===== src/rtl/field_extract_stream_if.sv =====
// field_extract_stream_if: load handshake and field stream of field_extract_stream
interface field_extract_stream_if #(
   parameter int WIDTH = 128,
   parameter int FIELD = 3,
   parameter int IDXW  = $clog2(WIDTH)
);
   logic             load_valid;
   logic             load_ready;
   logic [WIDTH-1:0] load_data;
   logic [IDXW:0]    load_limit;
   logic             out_valid;
   logic             out_ready;
   logic [FIELD-1:0] out_field;
   logic [IDXW-1:0]  out_index;
   logic             out_last;
   logic [7:0]       crc;
   logic             busy;
   modport master (
      output load_valid, load_data, load_limit, out_ready,
      input  load_ready, out_valid, out_field, out_index, out_last, crc, busy
   );
   modport slave (
      input  load_valid, load_data, load_limit, out_ready,
      output load_ready, out_valid, out_field, out_index, out_last, crc, busy
   );
endinterface


===== src/rtl/field_extract_stream.sv =====
// field_extract_stream: walks a loaded vector in STRIDE steps, streaming FIELD-bit slices and folding them into a CRC-8
module field_extract_stream #(
   parameter int WIDTH  = 128,
   parameter int FIELD  = 3,
   parameter int STRIDE = 2,
   parameter int IDXW   = $clog2(WIDTH)
) (
   input logic                   clk,
   input logic                   reset_l,
   field_extract_stream_if.slave s
);
   typedef enum logic {IDLE, EMIT} state_t;
   state_t                 state, state_nx;
   logic [WIDTH-1:0]       data;
   logic [WIDTH+FIELD-1:0] padded;
   logic [IDXW:0]          limit, limit_c, idx_nx;
   logic [IDXW-1:0]        index;
   logic [7:0]             crc, crc_nx;
   logic                   load, beat, last;
   // zero padding above the MSB makes the tail field read 0 past WIDTH-1
   assign padded  = {{FIELD{1'b0}}, data};
   assign limit_c = (s.load_limit > (IDXW+1)'(WIDTH)) ? (IDXW+1)'(WIDTH) : s.load_limit;
   assign idx_nx  = {1'b0, index} + (IDXW+1)'(STRIDE);
   assign last    = idx_nx >= limit;
   assign load    = s.load_valid && s.load_ready;
   assign beat    = s.out_valid && s.out_ready;
   assign crc_nx  = {crc[6:0], ~^{crc[7], crc[5], crc[4], crc[3]}} ^ 8'(s.out_field);
   assign s.load_ready = (state == IDLE) && reset_l;
   assign s.out_valid  = state == EMIT;
   assign s.busy       = state == EMIT;
   assign s.out_last   = (state == EMIT) && last;
   assign s.out_field  = (state == EMIT) ? padded[index +: FIELD] : '0;
   assign s.out_index  = index;
   assign s.crc        = crc;
   always_comb begin
      state_nx = state;
      state_nx = (load && limit_c != '0) ? EMIT : (beat && last) ? IDLE : state;
   end
   always_ff @(posedge clk) begin
      if (!reset_l) state <= IDLE;
      else          state <= state_nx;
   end
   always_ff @(posedge clk) begin
      if (!reset_l) begin
         index <= '0;
         crc   <= 8'hED;
      end else if (load) begin
         data  <= s.load_data;
         limit <= limit_c;
         index <= '0;
         crc   <= 8'hED;
      end else if (beat) begin
         index <= idx_nx[IDXW-1:0];
         crc   <= crc_nx;
      end
   end
endmodule


===== src/flat_wrapper.sv =====
// flat-port wrapper written by rule: the top's interface ports become plain ports
module field_extract_stream_flat 
#(
   parameter int WIDTH  = 128,
   parameter int FIELD  = 3,
   parameter int STRIDE = 2,
   parameter int IDXW   = $clog2(WIDTH)
)
  (clk, reset_l, s_load_valid, s_load_data, s_load_limit, s_out_ready, s_load_ready, s_out_valid, s_out_field, s_out_index, s_out_last, s_crc, s_busy);
  field_extract_stream_if #(.WIDTH(WIDTH), .FIELD(FIELD), .IDXW(IDXW)) s_i ();
  input logic clk;
  input logic reset_l;
  input wire logic [$bits(s_i.load_valid)-1:0] s_load_valid;
  input wire logic [$bits(s_i.load_data)-1:0] s_load_data;
  input wire logic [$bits(s_i.load_limit)-1:0] s_load_limit;
  input wire logic [$bits(s_i.out_ready)-1:0] s_out_ready;
  output wire logic [$bits(s_i.load_ready)-1:0] s_load_ready;
  output wire logic [$bits(s_i.out_valid)-1:0] s_out_valid;
  output wire logic [$bits(s_i.out_field)-1:0] s_out_field;
  output wire logic [$bits(s_i.out_index)-1:0] s_out_index;
  output wire logic [$bits(s_i.out_last)-1:0] s_out_last;
  output wire logic [$bits(s_i.crc)-1:0] s_crc;
  output wire logic [$bits(s_i.busy)-1:0] s_busy;
  assign s_i.load_valid = s_load_valid;
  assign s_i.load_data = s_load_data;
  assign s_i.load_limit = s_load_limit;
  assign s_i.out_ready = s_out_ready;
  assign s_load_ready = s_i.load_ready;
  assign s_out_valid = s_i.out_valid;
  assign s_out_field = s_i.out_field;
  assign s_out_index = s_i.out_index;
  assign s_out_last = s_i.out_last;
  assign s_crc = s_i.crc;
  assign s_busy = s_i.busy;
  field_extract_stream #(.WIDTH(WIDTH), .FIELD(FIELD), .STRIDE(STRIDE), .IDXW(IDXW)) u_core (.clk(clk), .reset_l(reset_l), .s(s_i));
endmodule

===== config.mk =====
export PLATFORM = sky130hd
export DESIGN_NAME = field_extract_stream_flat
export DESIGN_NICKNAME = d
export VERILOG_FILES = /design/src/rtl/field_extract_stream_if.sv /design/src/rtl/field_extract_stream.sv /design/src/flat_wrapper.sv
export SDC_FILE = /design/constraint.sdc
export NUM_CORES = 1
export LEC_CHECK = 0
export CAP_MARGIN = 15
export CORE_MARGIN = 2
export CORE_UTILIZATION = 40
export DETAILED_ROUTE_END_ITERATION = 6
export PLACE_DENSITY = 0.7
export SKIP_CTS_REPAIR_TIMING = 1
export SYNTH_ARGS = -nofsm -noshare
export SYNTH_HDL_FRONTEND = slang
export SYNTH_SLANG_ARGS = --single-unit
export TNS_END_PERCENT = 100

===== constraint.sdc =====
create_clock -name clk -period 4.8 [get_ports clk]
set_input_delay 0.72 -clock clk [delete_from_list [all_inputs] [get_ports clk]]
set_output_delay 0.72 -clock clk [all_outputs]
set_load 0.05 [all_outputs]

==> flow_metrics.env, run 1 <==
export IMPL_die_h_um=135
export IMPL_final_common_cell="clkdlybuf4s50_1"
export IMPL_setup_viol=0
export IMPL_whs_ns=0.492
export IMPL_period_needed_ns=4.50
export IMPL_antenna_cells=0
export IMPL_cp_max_fo=29
export IMPL_combPwrFrac_pct=8.6
export IMPL_clk_latency_ns=0.42
export IMPL_row_count=47
export IMPL_area_growth_syn_to_layout_pct=34.7
export IMPL_grtUsageTotal_pct=17.4
export IMPL_port_buffers=160
export IMPL_drive_gt1_share_pct=12.2
export IMPL_clock_fmax_ghz=0.222
export IMPL_initial_core_util_pct=41.0
export IMPL_cp_slowest_cell="dfxtp_2"
export IMPL_mostFrequentLayoutCells="clkdlybuf4s50_1 (160), edfxtp_1 (136), nand2_1 (29), mux4_2 (27), mux2i_1 (23)"
export IMPL_core_area_um2=16600
export IMPL_final_net_count=726
export IMPL_cts_buffer_depth=2
export IMPL_peakVddDrop_uv=246
export IMPL_overflow=0
export IMPL_first_global_vias=4403
export IMPL_slew_violations=0
export IMPL_synth_warnings=0
export IMPL_stdcell_area_um2=9190
export IMPL_hpwl_mm=10.9
export IMPL_grt_max_degree=69
export IMPL_power_frac_seq_pct=48.0
export IMPL_fp_dieArea_um2=18100
export IMPL_antenna_left=0
export IMPL_gp_congestion=0.754
export IMPL_totalWireLength_mm=15.0
export IMPL_p_sw_share_pct=20.3
export IMPL_clkPwrFrac_pct=43.4
export IMPL_period_share_pct=93.7
export IMPL_worst_pin_slew_ns=0.879
export IMPL_power_density_nw_per_um2=344
export IMPL_synth_top_area_cell="edfxtp_1"
export IMPL_syn_num_nets=570
export IMPL_cp_required_ns=4.08
export IMPL_synth_seq_cells=151
export IMPL_postSynthCellCount=422
export IMPL_yosysTopAreaCellShare_pct=59.9
export IMPL_grt_antenna_before_repair=0
export IMPL_p_leak_nw=3.02
export IMPL_fp_dieW_um=135
export IMPL_startpoint_type="flip-flop"
export IMPL_arrival_ns=3.78
export IMPL_setup_tns_ns=0
export IMPL_path_class="flip-flop to output port"
export IMPL_synth_area_top_cells="edfxtp_1 (60%), mux4_2 (8.9%), mux4_1 (4.6%)"
export IMPL_seq_area_frac_synth_pct=64.3
export IMPL_avgSynthCellArea_um2=16.2
export IMPL_cp_depth=7
export IMPL_crit_chain="mux4_1 > mux4_2 > nor2b_4 > a211oi_2 > a21oi_1 > and2_1 > clkdlybuf4s50_1"
export IMPL_worst_hold_path_type="flip-flop to flip-flop"
export IMPL_clock_skew_ns=0.00877
export IMPL_slew_headroom_pct=41.4
export IMPL_p_int_w=0.00252
export IMPL_drt_initial_drc_count=289
export IMPL_post_dp_cell_area_um2=8580
export IMPL_critPathTopFamily="multiplexers"
export IMPL_status="complete, no violations"
export IMPL_reg2reg_depth=7
export IMPL_max_stage_delay_ns=0.85
export IMPL_numCtsBuffers=17
export IMPL_cts_tree="yes"
export IMPL_grt_pass1_wl_mm=23.4
export IMPL_drc=0
export IMPL_netlist_area_um2=6820
export IMPL_cts_sinks=151
export IMPL_crit_buf_inv=1
export IMPL_synth_cell_types=46
export IMPL_crit_path_end_kind="output port"
export IMPL_pin_count=162
export IMPL_whs_path_depth=2
export IMPL_final_util_pct=55.2
export IMPL_viasPerCell=5.15
export IMPL_rsz0062_at_grt="false"
export IMPL_wl_per_cell_um=18.5
export IMPL_dr_pass1_iters=5
export IMPL_clkTransAtPathRegs_ns=0.06
export IMPL_vias=4175
export IMPL_htree_levels=4
export IMPL_switchingPower_w=0.000641
export IMPL_maxCapViolCount=0
export IMPL_finalHoldViolCount=0
export IMPL_cts_root_buffer="clkbuf_16"
==> synth_stat cells (all sizes together) <==
master / instances
nor2b: 12
ha: 8
mux4: 39
mux2: 3
xnor2: 8
o32ai: 2
a31oi: 3
a311oi: 2
a22oi: 4
and2: 5
nor2: 12
o22ai: 1
nand2: 29
o21a: 2
xor2: 5
or4: 1
a21oi: 12
dfxtp: 15
mux2i: 23
edfxtp: 136
o311a: 1
buf: 22
nand3: 12
conb: 1
or3: 3
inv: 13
nor4: 4
and3: 1
a211oi: 4
nor3: 7
o311ai: 1
o21ai: 10
clkbuf: 9
nand4: 3
nand2b: 4
o211ai: 4
a21boi: 1
==> per-layer routing <==
layer  vias up  share of wire [%]  track usage (%)
met5         -                  0                0
met3        16                5.7             4.02
met4         0                1.4             5.91
met2       154                 49             28.3
met1      2037                 44             23.2
li1       1968                  -                -
==> worst reg2reg max path, delay by kind of cell, from the launching register on <==
| kind | cells | cell delay, ns |
|---|---|---|
| AOI/OAI and AO/OA | 2 | 0.42 |
| xor gates and xnor gates | 1 | 0.13 |
| buffers and inverters | 1 | 0.33 |
| DFF | 1 | 0.85 |
| muxes | 2 | 0.85 |
| and+or+nand+nor | 1 | 0.15 |
==> layout make-up <==
cell class              instances  area [um2]
multi-input cells             227        2190
clock inverters                12         176
inverters                      13        48.8
flip-flops and latches        151        4390
clock buffers                  19         433
repair buffers                168        1670
well taps                     220         275
fillers                      1288        7450
==> per-stage QoR <==
step / total power, W / worst slack [ns] / instances
after floorplan: 0.00166 / 0.883 / 422
after global placement: 0.00181 / 0.754 / 779
after detailed placement: 0.00182 / 0.760 / 779
after CTS: 0.00319 / 0.281 / 810
after global routing: 0.00326 / 0.0507 / 810
final: 0.00316 / 0.304 / 810
==> final timing paths <==
check        slack (ns)                  start               to
min reg2reg        0.49        u_core.s.crc[2]  u_core.s.crc[3]
max reg2reg        1.90  u_core.s.out_index[1]  u_core.s.crc[0]
min                0.49        u_core.s.crc[2]  u_core.s.crc[3]
max                0.30  u_core.s.out_index[1]   s_out_field[2]
==> power by group through the flow <==
stage          sequential, W  clock (W)  combinational [W]
6_report             0.00152    0.00137           0.000270
5_1_grt              0.00152    0.00145           0.000291
4_1_cts              0.00152    0.00140           0.000274
3_5_place_dp         0.00154          0           0.000273
3_3_place_gp         0.00154          0           0.000269
2_1_floorplan        0.00154          0           0.000118
==> logic make-up after synthesis <==
kind of cell / Yosys count / synth area share (%)
fa+ha+maj: 8 / 1.47
buf+inv: 44 / 3.63
xor+xnor: 13 / 1.67
other cells: 1 / 0.0550
mux: 65 / 17.4
compound gates: 47 / 4.60
flops: 151 / 64.3
simple gates: 93 / 6.90
==> registers in the layout (all words and copies together) (netlist names) <==
signal,cells
u_core.s.crc,8
u_core.limit,8
u_core.data,128
u_core.s.out_index,6
u_core.s.busy,1
Power figures use the tool's default switching activity.
==> run 2: changes to the inputs <==
SKIP_LAST_GASP = 1   (was not set)
==> results of run 2 <==
The final DEF is identical to that of run 1; final timing and power are the same.
